<file path="config.mk">
export PLATFORM = sky130hd
export DESIGN_NAME = ppu_frame_timer
export DESIGN_NICKNAME = d
export VERILOG_FILES = /design/src/rtl/ppu_frame_timer.sv
export SDC_FILE = /design/constraint.sdc
export NUM_CORES = 1
export LEC_CHECK = 0
export BUFFER_PORTS_ARGS = -buffer_cell sky130_fd_sc_hd__buf_2
export CORE_ASPECT_RATIO = 1.75
export CORE_MARGIN = 2
export CORE_UTILIZATION = 55
export CTS_CLUSTER_SIZE = 30
export DETAILED_ROUTE_END_ITERATION = 8
export PLACE_DENSITY_LB_ADDON = 0.05
export SYNTH_ARGS = -nofsm -noshare
export SYNTH_HDL_FRONTEND = slang
export SYNTH_SLANG_ARGS = --single-unit
</file>
<file path="constraint.sdc">
create_clock -name Clk -period 2.7 [get_ports Clk]
set_input_delay 0.135 -clock Clk [delete_from_list [all_inputs] [get_ports Clk]]
set_output_delay 0.135 -clock Clk [all_outputs]
set_load 0.05 [all_outputs]
</file>
<file path="src/rtl/ppu_frame_timer.sv">
// ppu_frame_timer
//
// Dot/scanline beam timing for the PPU. It sits in front of the PPUSTATUS
// ($2002) register and drives that register's vblank set/clear strobes. It
// also exports the beam position and frame-phase flags to the background and
// sprite fetch logic.
//
// Timing features:
//   - NTSC odd-frame dot skip: on odd frames with rendering enabled, dot 340
//     of the pre-render line is skipped.
//   - $2002-read vblank suppression race: a read at (VBLANK_LINE, 0) withholds
//     that frame's VBLANK_set pulse.
//
// Ports:
//   Clk             system clock
//   Reset_n         asynchronous active-low reset
//   Dot_en          dot strobe; position advances only on edges where it is 1
//   Rendering_en    PPUMASK bit3 | bit4, sampled only on the skip cycle
//   PPUSTATUS_read  single-cycle CPU read strobe for $2002
//   VBLANK_set      one-Clk pulse after (VBLANK_LINE, 1) is loaded
//   VBLANK_clear    one-Clk pulse after (PRERENDER_LINE, 1) is loaded
//   Dot             current dot, 0..DOTS_PER_LINE-1
//   Scanline        current scanline, 0..LINES_PER_FRAME-1
//   Odd_frame       frame parity
//   Visible         Scanline < VISIBLE_LINES
//   Prerender       Scanline == PRERENDER_LINE
//   Frame_start     one-Clk pulse after (0, 0) is loaded
module ppu_frame_timer #(
    parameter int DOTS_PER_LINE   = 341,
    parameter int LINES_PER_FRAME = 262,
    parameter int VBLANK_LINE     = 241,
    parameter int PRERENDER_LINE  = 261,
    parameter int VISIBLE_LINES   = 240
) (
    input  logic       Clk,
    input  logic       Reset_n,
    input  logic       Dot_en,
    input  logic       Rendering_en,
    input  logic       PPUSTATUS_read,
    output logic       VBLANK_set,
    output logic       VBLANK_clear,
    output logic [8:0] Dot,
    output logic [8:0] Scanline,
    output logic       Odd_frame,
    output logic       Visible,
    output logic       Prerender,
    output logic       Frame_start
);

    localparam logic [8:0] DOT_LAST  = 9'(DOTS_PER_LINE - 1);
    localparam logic [8:0] DOT_SKIP  = 9'(DOTS_PER_LINE - 2);
    localparam logic [8:0] LINE_LAST = 9'(LINES_PER_FRAME - 1);
    localparam logic [8:0] LINE_VBL  = 9'(VBLANK_LINE);
    localparam logic [8:0] LINE_PRE  = 9'(PRERENDER_LINE);
    localparam logic [8:0] LINE_VIS  = 9'(VISIBLE_LINES);

    logic [8:0] dot_d;
    logic [8:0] line_d;
    logic       odd_d;
    logic       skip;
    logic       at_vbl0;
    logic       load_vbl1;
    logic       load_pre1;
    logic       load_origin;
    logic       suppress_q;
    logic       suppress_now;
    logic       suppress_d;
    logic       set_d;

    // Next beam position.
    always_comb begin
        dot_d  = Dot;
        line_d = Scanline;
        odd_d  = Odd_frame;
        skip   = Dot_en && Odd_frame && Rendering_en &&
                 (Scanline == LINE_PRE) && (Dot == DOT_SKIP);
        if (Dot_en) begin
            if (skip) begin
                dot_d  = '0;
                line_d = '0;
                odd_d  = ~Odd_frame;
            end else if (Dot < DOT_LAST) begin
                dot_d = Dot + 9'd1;
            end else begin
                dot_d = '0;
                if (Scanline == LINE_LAST) begin
                    line_d = '0;
                    odd_d  = ~Odd_frame;
                end else begin
                    line_d = Scanline + 9'd1;
                end
            end
        end
    end

    // Positions loaded on this edge; the pulses are registered one cycle later.
    always_comb begin
        load_vbl1   = Dot_en && (line_d == LINE_VBL) && (dot_d == 9'd1);
        load_pre1   = Dot_en && (line_d == LINE_PRE) && (dot_d == 9'd1);
        load_origin = Dot_en && (line_d == 9'd0)     && (dot_d == 9'd0);
    end

    // A read anywhere during (VBLANK_LINE, 0), including the very cycle that
    // advances to dot 1, must win over that same edge's set pulse, so the
    // live read is folded in rather than waiting for the flag to register.
    always_comb begin
        at_vbl0      = (Scanline == LINE_VBL) && (Dot == 9'd0);
        suppress_now = suppress_q | (PPUSTATUS_read & at_vbl0);
        suppress_d   = load_vbl1 ? 1'b0 : suppress_now;
        set_d        = load_vbl1 & ~suppress_now;
    end

    always_ff @(posedge Clk or negedge Reset_n) begin
        if (!Reset_n) begin
            Dot          <= '0;
            Scanline     <= '0;
            Odd_frame    <= 1'b0;
            VBLANK_set   <= 1'b0;
            VBLANK_clear <= 1'b0;
            Frame_start  <= 1'b0;
            suppress_q   <= 1'b0;
        end else begin
            Dot          <= dot_d;
            Scanline     <= line_d;
            Odd_frame    <= odd_d;
            VBLANK_set   <= set_d;
            VBLANK_clear <= load_pre1;
            Frame_start  <= load_origin;
            suppress_q   <= suppress_d;
        end
    end

    assign Visible   = (Scanline < LINE_VIS);
    assign Prerender = (Scanline == LINE_PRE);

endmodule

</file>
; After elaboration in Yosys (flattened, before gate mapping)
; Cells that the tools add are included.
[op_classes]
bitwise = 5
add_sub_neg = 2
reduce_logical = 16
eq_ne = 7
n_lt_le_gt_ge = 2
muxes = 11
[ops]
columns = cell, count
row1 = $mux 9, 7
row2 = $eq 9x9->1 const B, 3
row3 = $logic_not 9->1, 3
row4 = $add 9x1->9 const B, 2
row5 = $eq 9x8->1 const B, 2
row6 = $logic_and 1x1->1, 11
row7 = $eq 9x1->1 const B, 1
row8 = $lt 9x8->1 const B, 1
row9 = $lt 9x9->1 const B, 1
row10 = $mux 1, 4
row11 = $reduce_and 3->1, 1
row12 = $and 1x1->1, 2
row13 = $ne 2x2->1 const B, 1
row14 = $not 1->1, 2
row15 = $reduce_bool 2->1, 1
row16 = $or 1x1->1, 1
[word_totals]
elab_cells = 50
out_inout_bits = 24
register_bits = 23
input_bits = 5

; Depth between registers and ports, before layout
; Gate-level depths: netlist of the first run.
[logic_depth]
ltp_word = 10
mapped_depth = 8
mapped_depth_nobuf = 8

; Worst setup path after synthesis of the first run
; No wires, ideal clock.
[synth_timing]
path_kind = flip-flop to flip-flop
start = register Scanline[0]
end = register Frame_start
setup_time_ps = 101
period_less_slack_ps = 2377
required_time_ps = 2599
n_path_buf = 0
setup_slack_ps = 323
t_arrival_ps = 2276
stages_incl_launch_ff = 8
path_cell_list = dfrtp_1 > ha_1 > nand3_1 > a211oi_1 > nand3_1 > xor2_1 > nand4b_1 > nor4_1
[synth_via]
elab_chain_cells = 8
word_cells_on_any_way = 14
classes_between = add/sub: 1 / eq/ne: 1 / mux: 6 / reduce/logical: 6
[synth_rtl]
columns = item, line
row1 = "start, declared", 43  ; output logic [8:0] Scanline,
row2 = "start signal, assigned", 124  ; Scanline <= line_d;
row3 = $add 9x1->9 / $eq 9x9->1 (equally long branches), "90, 76, 86"
row4 = $mux 9 / $logic_and 1x1->1 (equally long branches), "86, 75"
row5 = $mux 9 / $logic_and 1x1->1 (equally long branches), "82, 76"
row6 = $mux 9, 78  ; if (skip) begin
row7 = $mux 9, 77  ; if (Dot_en) begin
row8 = $logic_not 9->1, 100  ; load_origin = Dot_en && (line_d == 9'd0) && (dot_d == 9'd0);
row9 = $logic_and 1x1->1, 100
row10 = $logic_and 1x1->1 *, 100
row11 = net load_origin, 64  ; logic load_origin;
row12 = "end signal, assigned", 128  ; Frame_start <= load_origin;
row13 = "end, declared", 47  ; output logic Frame_start
; Mark *: on every way through the listed nets, which the timed path passes. The rest lies on a longest branch.
; A chain may end at the register's enable or synchronous reset.

; Worst setup path in the final report of the first run
[layout_timing]
start = register Dot[6]
end = register VBLANK_set
[layout_via]
elab_chain_cells = 8
word_cells_on_any_way = 20
classes_between = add/sub: 1 / order compare: 1 / eq/ne: 3 / mux: 6 / bitwise: 4 / reduce/logical: 5
[layout_rtl]
columns = item, line
row1 = "start, declared", 42  ; output logic [8:0] Dot,
row2 = "start signal, assigned", 123  ; Dot <= dot_d;
row3 = $lt 9x9->1 / $eq 9x9->1 (equally long branches), "82, 76"
row4 = $mux 9 / $logic_and 1x1->1 (equally long branches), "82, 76"
row5 = $mux 9, 78
row6 = $mux 9, 77
row7 = $eq 9x8->1, 98  ; load_vbl1 = Dot_en && (line_d == LINE_VBL) && (dot_d == 9'd1);
row8 = $logic_and 1x1->1 (2 in a row), 98
row9 = $and 1x1->1 *, 110  ; set_d = load_vbl1 & ~suppress_now;
row10 = net set_d, 68  ; logic set_d;
row11 = "end signal, assigned", 126  ; VBLANK_set <= set_d;
row12 = "end, declared", 40  ; output logic VBLANK_set,
; Marks and branches as above.

==> impl_metrics.tcl, run 1 <==
set metrics [dict create \
    grt_setup_unrepaired "no" \
    drcViolationCount 0 \
    cts_buffers 3 \
    io_pins 29 \
    number_of_synthesized_flops_with_an_enable_pin 0 \
    cts_root_buf "sky130_fd_sc_hd__clkbuf_8" \
    ys_warn_count 0 \
    max-slew-margin-rel 0.523 \
    die_height_um 78.5 \
    antenna-diode-count 0 \
    synth.lib_cells_used.distinct 57 \
    antenna_found_initial 0 \
    initial_utilization 0.568 \
    syn_area_um2 1750 \
    post_route_fraction_of_the_period_consumed_by_the_critical_path 0.869 \
    max_slew.worst_pin.slew_ns 0.711 \
    wl_per_cell_um 18.5 \
    globalRouteOverflowTotal 0 \
    max_freq_mhz 426 \
    final_net_count 214 \
    synthAdderAreaFrac 0.0287 \
    drt_pass1_iterations 4 \
    dr_total_vias 1526 \
    max-vdd-ir-drop_mv 0.379 \
    crit_required_ns 2.87 \
    main_combinational_cell_family_by_area_after_synthesis "simple AND/OR/NAND/NOR gates" \
    setup.worst_path.end_class "register" \
    place.gp.congestion 0.859 \
    synth_nets 187 \
    period_needed_ns 2.35 \
    syn-instance-count 178 \
    layout_setup_ws_ns 0.353 \
    slowest_cell_on_crit_path "sky130_fd_sc_hd__dfrtp_1" \
    path_buf_inv 0 \
    timing.critical_path.arrival_ns 2.51 \
    final_antenna_net_count 0 \
    tritoncts "built" \
    cp_top_family "compound AO/OA/AOI/OAI gates" \
    finalMaxSlewViolations 0 \
    yosys_most_used_dff "sky130_fd_sc_hd__dfrtp_1" \
    whs_path_depth 3 \
    hold_path.class "primary input to register" \
    place_hpwl_um 3550 \
    complex_gate_fraction_of_the_synthesized_area 0.181 \
    synth-simple-area-share 0.297 \
    status "completed" \
    leakagePower_uw 0.000902 \
    clk-insertion-delay-late_ns 0.27 \
    yosys_register_bits 23 \
    cp_max_fo 16 \
    skew_ns 0.00427 \
    syn-mean-instance-area_um2 9.81 \
    clock_tree.buffer_depth 2 \
    floorplan.rows 27 \
    levels_on_crit_path 6 \
    totalNegativeSetupSlack_ns 0 \
    critical_path.startpoint_type "register" \
    global_route_wire_length_before_repair_um 7330 \
    floorplan.die_area_um2 3660 \
    drv_cap 0 \
    totalWireLength_um 4570 \
    finalHoldViolations 0 \
    grt_max_degree 24 \
    ff2ff_path_depth 6 \
    htree_num_levels 1 \
    synth-xor-area-share 0.0652 \
    synth_seq_area_share 0.330 \
    grt_use_total 0.278 \
    die_extent_in_x_um 46.6 \
    number_of_port_buffers 28 \
    tritoncts_num_sinks 23 \
    fp.coreArea_um2 3070 \
    cp_slowest_stage_delay_ns 0.72 \
    drive_gt1_frac 0.240 \
    synth.area.mux_share 0.0308 \
    path_clk_slew_ns 0.08 \
    path_class "register to register" \
    number_of_global_route_vias_before_repair 1501 \
    path_cells "nor2_1 > o21a_1 > a311oi_1 > nor3_1 > and4bb_1 > and4b_1" \
    detail_route.vias_per_cell 6.18 \
    timing.final.setup_violations 0 \
    postSynth.asyncResetShare 1.00 \
    drtIter0Drc 63 \
    pwr_cell_area_nw_per_um2 592 \
    area_growth_syn_to_layout_pct 10.6 \
    dpl_worst_slack_ns 0.334 \
]
==> path summary, 6_finish.rpt <==
kind / from / end / slack, ns
worst max-delay path: Dot[6] / VBLANK_set / 0.35
worst min-delay path: Dot_en / Dot[1] / 0.28
worst max register to register: Dot[6] / VBLANK_set / 0.35
worst min register to register: Odd_frame / Odd_frame / 0.52
max in group asynchronous: Reset_n / Scanline[8] / 1.97
min in group asynchronous: Reset_n / Dot[8] / 0.37
==> Yosys cell counts, drive strengths merged, types with 3 or more instances <==
cell type	instances	area, um2
a21o	4	30.0
a21oi	7	46.3
and3	5	36.3
and4	6	53.8
and4bb	4	50.1
buf	9	83.8
dfrtp	23	576
ha	4	50.1
inv	7	26.3
mux2	3	33.8
nand2	11	41.3
nand2b	4	25.0
nand3	6	35.0
nand4	4	25.0
nor2	17	66.3
nor3	4	20.0
nor4	4	25.0
nor4b	4	65.1
o21a	3	22.5
o21ai	3	15.0
xnor2	5	43.8
xor2	8	70.1
==> routing by layer <==
layer / up-vias / global-route usage / share of wire
li1: 714 / - / -
met2: 57 / 0.510 / 0.57
met4: 0 / 0.106 / 0.019
met5: - / 0 / 0
met3: 7 / 0.0276 / 0.032
met1: 748 / 0.303 / 0.38
==> state kept, by name, summed over array words and instances (netlist names) <==
name	cells
Dot	9
Scanline	9
Frame_start	1
Odd_frame	1
VBLANK_clear	1
VBLANK_set	1
suppress_q	1
==> kinds of logic after synthesis <==
logic type,count (synthesis)
AOI/OAI and AO/OA,37
xor gates and xnor gates,13
adders and majority gates,4
buffers and inverters,17
DFF,23
muxes,5
and+or+nand+nor,79
==> cell usage in the layout (no fill, tap or decap), types with 4 or more instances in the layout <==
master	n
sky130_fd_sc_hd__dfrtp_1	23
sky130_fd_sc_hd__nor4_1	4
sky130_fd_sc_hd__nor3_1	4
sky130_fd_sc_hd__xor2_1	8
sky130_fd_sc_hd__inv_1	7
sky130_fd_sc_hd__and3_1	4
sky130_fd_sc_hd__nand2_1	11
sky130_fd_sc_hd__and4_1	5
sky130_fd_sc_hd__a21oi_1	4
sky130_fd_sc_hd__nor2_1	16
sky130_fd_sc_hd__nand2b_1	4
sky130_fd_sc_hd__a21o_1	4
sky130_fd_sc_hd__and4bb_1	4
sky130_fd_sc_hd__nand3_1	5
sky130_fd_sc_hd__nand4_1	4
sky130_fd_sc_hd__ha_1	4
sky130_fd_sc_hd__buf_2	28
sky130_fd_sc_hd__xnor2_1	5
==> area by class of cell <==
type	count	area, um2
tap	43	53.8
clock buffer	4	45.0
fill	284	1140
timing repair buffer	32	173
sequential	23	576
inverter	7	26.3
multi-input combinational	138	1060
==> worst min-delay path, cell delays in order <==
cell	delay, ns
sky130_fd_sc_hd__buf_2	0.20
sky130_fd_sc_hd__nand2_1	0.10
sky130_fd_sc_hd__o22ai_1	0.06
==> power by group <==
part	switching, uW	total (uW)	leakage [uW]	internal, uW
combinational	312	428	0.000581	116
sequential	108	492	0.000299	384
clock	117	223	0.0000228	106
total	537	1140	0.000902	606
==> per-stage QoR <==
step	instance area, um2	hold WS [ns]	power (uW)	cells	utilization
5_1_grt	1930	0.281	1200	247	0.628
3_5_place_dp	1870	0.140	922	242	0.608
2_1_floorplan	1750	-0.161	823	178	-
4_1_cts	1930	0.268	1140	247	0.626
3_3_place_gp	1870	0.127	918	242	0.608
6_report	1930	0.276	1140	247	0.628
==> timing repair <==
item | 4_1_cts | 5_1_grt
buffers inserted | 0 | 0
endpoints found under the hold margin | 23 | 0
resized for setup | 0 | 1
hold buffers | 1 | 0
setup endpoints to repair | 0 | 1
(Power assumes the default switching activity.)
==> run 2, diff against run 1 <==
--- a/config.mk
+++ b/config.mk
@@ -9,6 +9,7 @@
 export CORE_ASPECT_RATIO = 1.75
 export CORE_MARGIN = 2
 export CORE_UTILIZATION = 55
+export CTS_BUF_LIST = sky130_fd_sc_hd__clkbuf_8
 export CTS_CLUSTER_SIZE = 30
 export DETAILED_ROUTE_END_ITERATION = 8
 export PLACE_DENSITY_LB_ADDON = 0.05
==> run 2 against run 1 <==
Effect of this change:
- critical path type unchanged
- non-clock buffer count is the same
- largest power group unchanged
- sequential share of layout area is the same
- worst setup slack got worse by 0.0074 ns
- critical endpoint unchanged
==> impl_metrics.tcl, run 2 (same netlist as run 1, synthesis figures left out) <==
set metrics [dict create \
    die_height_um 78.5 \
    final_antenna_net_count 0 \
    final.hold.worst_slack_ns 0.277 \
    global_route_wire_length_before_repair_um 7330 \
    whs_path_depth 3 \
    antenna_found_initial 0 \
    floorplan.die_area_um2 3660 \
    timing.critical_path.from "Dot[6]" \
    pwr_cell_area_nw_per_um2 591 \
    max-vdd-ir-drop_mv 0.381 \
    period_needed_ns 2.35 \
    skew_ns 0.00506 \
    post_route_fraction_of_the_period_consumed_by_the_critical_path 0.872 \
    status "completed" \
    max_slew.worst_pin.slew_ns 0.724 \
    max-slew-margin-rel 0.514 \
    min_delay_worst_endpoint "Dot[1]" \
    area_of_the_multi_input_gates_um2 1060 \
    leakagePower_uw 0.000906 \
    path_class "register to register" \
    commonest_non_fill_non_tap_cell_in_the_layout "sky130_fd_sc_hd__buf_2" \
    drt_pass1_iterations 4 \
    critical_path.startpoint_type "register" \
    timing.final.setup_violations 0 \
    area_growth_syn_to_layout_pct 10.6 \
    cts_post_setup_buffers_inserted 0 \
    critical_path.reg2reg.startpoint "Dot[6]" \
    worst_r2r_endpoint "VBLANK_set" \
    area.sequential_um2 576 \
    clock_tree.buffer_depth 2 \
    io_pins 29 \
    drtIter0Drc 63 \
    grt_use_total 0.278 \
    hold_path.class "primary input to register" \
    tritoncts "built" \
    detail_route.vias_per_cell 6.19 \
    place_hpwl_um 3550 \
    ff2ff_setup_slack_ns 0.35 \
    placed_area_um2 1870 \
    totalWireLength_um 4570 \
    post-route-util 0.628 \
    htree_num_levels 1 \
    drcViolationCount 0 \
    final_net_count 214 \
    antenna-diode-count 0 \
    fin_area_um2 1930 \
    crit_required_ns 2.87 \
    grt_max_degree 24 \
    path_clk_slew_ns 0.08 \
    die_extent_in_x_um 46.6 \
    final_cell_mix "28 x sky130_fd_sc_hd__buf_2, 23 x sky130_fd_sc_hd__dfrtp_1, 16 x sky130_fd_sc_hd__nor2_1" \
    wl_per_cell_um 18.5 \
    biggestRegsByFlops "Dot: 9 flops, Scanline: 9 flops" \
    clk-insertion-delay-late_ns 0.27 \
    ff2ff_path_depth 6 \
    worstHoldStart "Dot_en" \
    timing.critical_path.arrival_ns 2.52 \
    nFillCells 284 \
    totalNegativeSetupSlack_ns 0 \
    finalHoldViolations 0 \
    globalRouteOverflowTotal 0 \
    place.gp.congestion 0.859 \
    dr_total_vias 1530 \
    drive_gt1_frac 0.240 \
    initial_utilization 0.568 \
    tritoncts_num_sinks 23 \
    finalMaxSlewViolations 0 \
    grt_setup_unrepaired "no" \
    cp_max_fo 16 \
    cts_root_buf "sky130_fd_sc_hd__clkbuf_8" \
    fp.coreArea_um2 3070 \
    number_of_global_route_vias_before_repair 1501 \
    drv_cap 0 \
    cts_buffers 3 \
    number_of_port_buffers 28 \
    setup.worst_path.end_class "register" \
    max_freq_mhz 425 \
    floorplan.rows 27 \
]
run 2: cell count changes in the layout (fill, tap and decap cells not counted), sizes merged:
cell and delta:
inv +1, clkbuf -1
run 2: worst max-delay path, stage by stage (launching register included):
cell                       delay (ns)
sky130_fd_sc_hd__dfrtp_1         0.71
sky130_fd_sc_hd__nor2_1          0.15
sky130_fd_sc_hd__o21a_1          0.20
sky130_fd_sc_hd__a311oi_1        0.62
sky130_fd_sc_hd__nor3_1          0.11
sky130_fd_sc_hd__and4bb_1        0.26
sky130_fd_sc_hd__and4b_1         0.19
run 2: worst max path at each step:
stage / endpoint / slack [ns]
after detailed placement: Frame_start / 0.33
after CTS: Frame_start / 0.30
after global placement: Frame_start / 0.43
after global routing: Frame_start / 0.13
after floorplan: Frame_start / 0.32
final: VBLANK_set / 0.35
run 2: per-stage QoR:
stage	total power [uW]	setup WS (ns)	std cells
2_1_floorplan	823	0.323	178
3_3_place_gp	918	0.433	242
3_5_place_dp	922	0.334	242
4_1_cts	1140	0.300	247
5_1_grt	1200	0.131	247
6_report	1140	0.345	247
run 2: layout make-up:
| type | count | share of cell area |
|---|---|---|
| clock inverters | 1 | 0.00194 |
| inverters | 7 | 0.0136 |
| clock buffers | 3 | 0.0214 |
| well taps | 43 | 0.0279 |
| multi-input cells | 138 | 0.548 |
| flip-flops and latches | 23 | 0.298 |
| repair buffers | 32 | 0.0894 |
run 2: repair_timing:
| item | 4_1_cts | 5_1_grt |
|---|---|---|
| hold buffers | 1 | 0 |
| endpoints found under the setup margin | 0 | 1 |
| endpoints found under the hold margin | 23 | 0 |
| gates resized for setup | 0 | 1 |
run 2: layer usage:
layer	track usage	vias to the layer above	part of all wire
met3	0.0276	7	0.030
met5	0	-	0
li1	-	715	-
met2	0.510	52	0.57
met4	0.106	0	0.019
met1	0.303	756	0.38
run 2: power breakdown:
part | internal (uW) | switching [uW] | total, uW | leakage (uW)
sequential | 384 | 108 | 492 | 0.000299
combinational | 116 | 313 | 429 | 0.000581
clock | 102 | 118 | 220 | 0.0000269
==> run 3, diff against run 2 <==
--- a/config.mk
+++ b/config.mk
@@ -5,8 +5,8 @@
 export SDC_FILE = /design/constraint.sdc
 export NUM_CORES = 1
 export LEC_CHECK = 0
-export BUFFER_PORTS_ARGS = -buffer_cell sky130_fd_sc_hd__buf_2
-export CORE_ASPECT_RATIO = 1.75
+export BUFFER_PORTS_ARGS = -buffer_cell sky130_fd_sc_hd__buf_4
+export CORE_ASPECT_RATIO = 2
 export CORE_MARGIN = 2
 export CORE_UTILIZATION = 55
 export CTS_BUF_LIST = sky130_fd_sc_hd__clkbuf_8
==> run 3 against run 2 <==
Effect of this change:
- clock power down 5%
- sequential power about the same
- critical endpoint is now Frame_start
- register-to-register slack worse by 0.08 ns
- first-iteration DRC count down 48%
- critical path depth up 1
==> impl_metrics.tcl, run 3 (same netlist as run 1, synthesis figures left out) <==
set metrics [dict create \
    antenna_found_initial 0 \
    final_net_count 213 \
    crit_required_ns 2.86 \
    totalWireLength_um 4300 \
    critical_path.startpoint_type "register" \
    share_clk_of_total_power 0.183 \
    finalHoldViolations 0 \
    drtIter0Drc 33 \
    dpl_worst_slack_ns 0.304 \
    ff2ff_path_depth 7 \
    grt_use_total 0.253 \
    wl_per_cell_um 18.4 \
    clk-insertion-delay-late_ns 0.26 \
    path_class "register to register" \
    ff2ff_setup_slack_ns 0.26 \
    cts_buffers 3 \
    grt_setup_unrepaired "no" \
    io_pins 29 \
    totalNegativeSetupSlack_ns 0 \
    finalMaxSlewViolations 0 \
    layout.cells.non_filler 234 \
    globalRouteOverflowTotal 0 \
    timing.final.setup_violations 0 \
    timing.critical_path.from "Scanline[0]" \
    drv_cap 0 \
    hold_path.class "primary input to register" \
    pwr_cell_area_nw_per_um2 583 \
    place_hpwl_um 3310 \
    biggestRegsByFlops "Dot: 9 flops, Scanline: 9 flops" \
    dpl.cell_count 229 \
    grt_max_degree 24 \
    cts_root_buf "sky130_fd_sc_hd__clkbuf_8" \
    status "completed" \
    period_needed_ns 2.44 \
    place.gp.congestion 0.914 \
    global_route_wire_length_before_repair_um 7070 \
    die_height_um 83.7 \
    floorplan.rows 29 \
    path_clk_slew_ns 0.08 \
    commonest_non_fill_non_tap_cell_in_the_layout "sky130_fd_sc_hd__buf_4" \
    floorplan.die_area_um2 3670 \
    grtUsageMet2 0.412 \
    tritoncts_num_sinks 23 \
    cts-resized-gates 0 \
    fp.coreArea_um2 3080 \
    die_extent_in_x_um 43.8 \
    drive_gt1_frac 0.232 \
    critical_path.reg2reg.startpoint "Scanline[0]" \
    grt.met1_usage 0.331 \
    max_slew.worst_pin.slew_ns 0.566 \
    setup.worst_path.end_class "register" \
    worst_r2r_endpoint "Frame_start" \
    busiest_layer "met2" \
    drt_pass1_iterations 6 \
    tritoncts "built" \
    initial_utilization 0.566 \
    internal_power_uw 630 \
    p_switching_uw 520 \
    cp_max_fo 8 \
    htree_num_levels 1 \
    cts_post_setup_buffers_inserted 0 \
    seqPwrFrac 0.428 \
    dr_total_vias 1488 \
    final_cell_mix "30 x sky130_fd_sc_hd__buf_4, 23 x sky130_fd_sc_hd__dfrtp_1, 16 x sky130_fd_sc_hd__nor2_1" \
    crit_end "Frame_start" \
    layout_setup_ws_ns 0.261 \
    detail_route.vias_per_cell 6.36 \
    final_antenna_net_count 0 \
    clock_tree.buffer_depth 2 \
    number_of_port_buffers 28 \
    drcViolationCount 0 \
    share_comb_of_total_power 0.390 \
    skew_ns 0.00187 \
    use_met3 0.0303 \
    antenna-diode-count 0 \
    post_route_fraction_of_the_period_consumed_by_the_critical_path 0.903 \
    area_growth_syn_to_layout_pct 13.0 \
    max_freq_mhz 410 \
    leakagePower_uw 0.000912 \
    max-slew-margin-rel 0.623 \
    max-vdd-ir-drop_mv 0.696 \
    p_sw_frac 0.452 \
    timing.critical_path.arrival_ns 2.60 \
    number_of_global_route_vias_before_repair 1461 \
]
[run 3: repair_timing]
action | 4_1_cts | 5_1_grt
endpoints found under the setup margin | 0 | 0
hold endpoints to repair | 23 | 0
hold buffers | 1 | 0
[run 3: per-stage QoR]
stage	instance area, um2	hold WS (ns)	total power [uW]	utilization
after floorplan	1750	-0.161	823	-
after global placement	1920	0.0498	942	0.622
after CTS	1970	0.195	1160	0.640
after detailed placement	1920	0.0481	945	0.622
after global routing	1970	0.209	1200	0.640
final	1970	0.202	1150	0.640
[run 3: layout make-up]
cell class                 instances  area, um2
tap                               31       38.8
multi-input combinational        138       1050
timing repair buffer              31        235
clock buffer                       3       41.3
fill                             279       1110
inverter                           7       26.3
clock inverter                     1       3.75
sequential                        23        576
[run 3: per-layer routing]
| layer | wire, um | part of all wire |
|---|---|---|
| met1 | 1840 | 0.43 |
| met5 | 0 | 0 |
| met2 | 2200 | 0.51 |
| met4 | 94 | 0.022 |
| met3 | 175 | 0.041 |
[run 3: power groups by stage]
stage / Sequential (uW) / Clock, uW / Combinational, uW
after global placement: 498 / 0 / 444
after global routing: 505 / 226 / 474
after floorplan: 595 / 0 / 227
final: 492 / 210 / 448
after detailed placement: 498 / 0 / 447
after CTS: 491 / 215 / 450
[run 3: worst min path at each step]
stage                       start     end  slack [ns]  depth (start not counted)
final                      Dot_en  Dot[0]        0.20                          2
after global routing       Dot_en  Dot[0]        0.21                          2
after floorplan           Reset_n  Dot[0]       -0.16                          0
after CTS                  Dot_en  Dot[0]        0.20                          2
after detailed placement  Reset_n  Dot[5]        0.05                          1
after global placement    Reset_n  Dot[5]        0.05                          1
[run 3: critical path, cell delays in order (launching register included)]
cell                       delay [ns]
sky130_fd_sc_hd__dfrtp_1         0.47
sky130_fd_sc_hd__ha_1            0.32
sky130_fd_sc_hd__nand3_1         0.13
sky130_fd_sc_hd__a211oi_1        0.45
sky130_fd_sc_hd__nand3_1         0.15
sky130_fd_sc_hd__xor2_1          0.29
sky130_fd_sc_hd__nand4b_1        0.22
sky130_fd_sc_hd__nor4_1          0.32
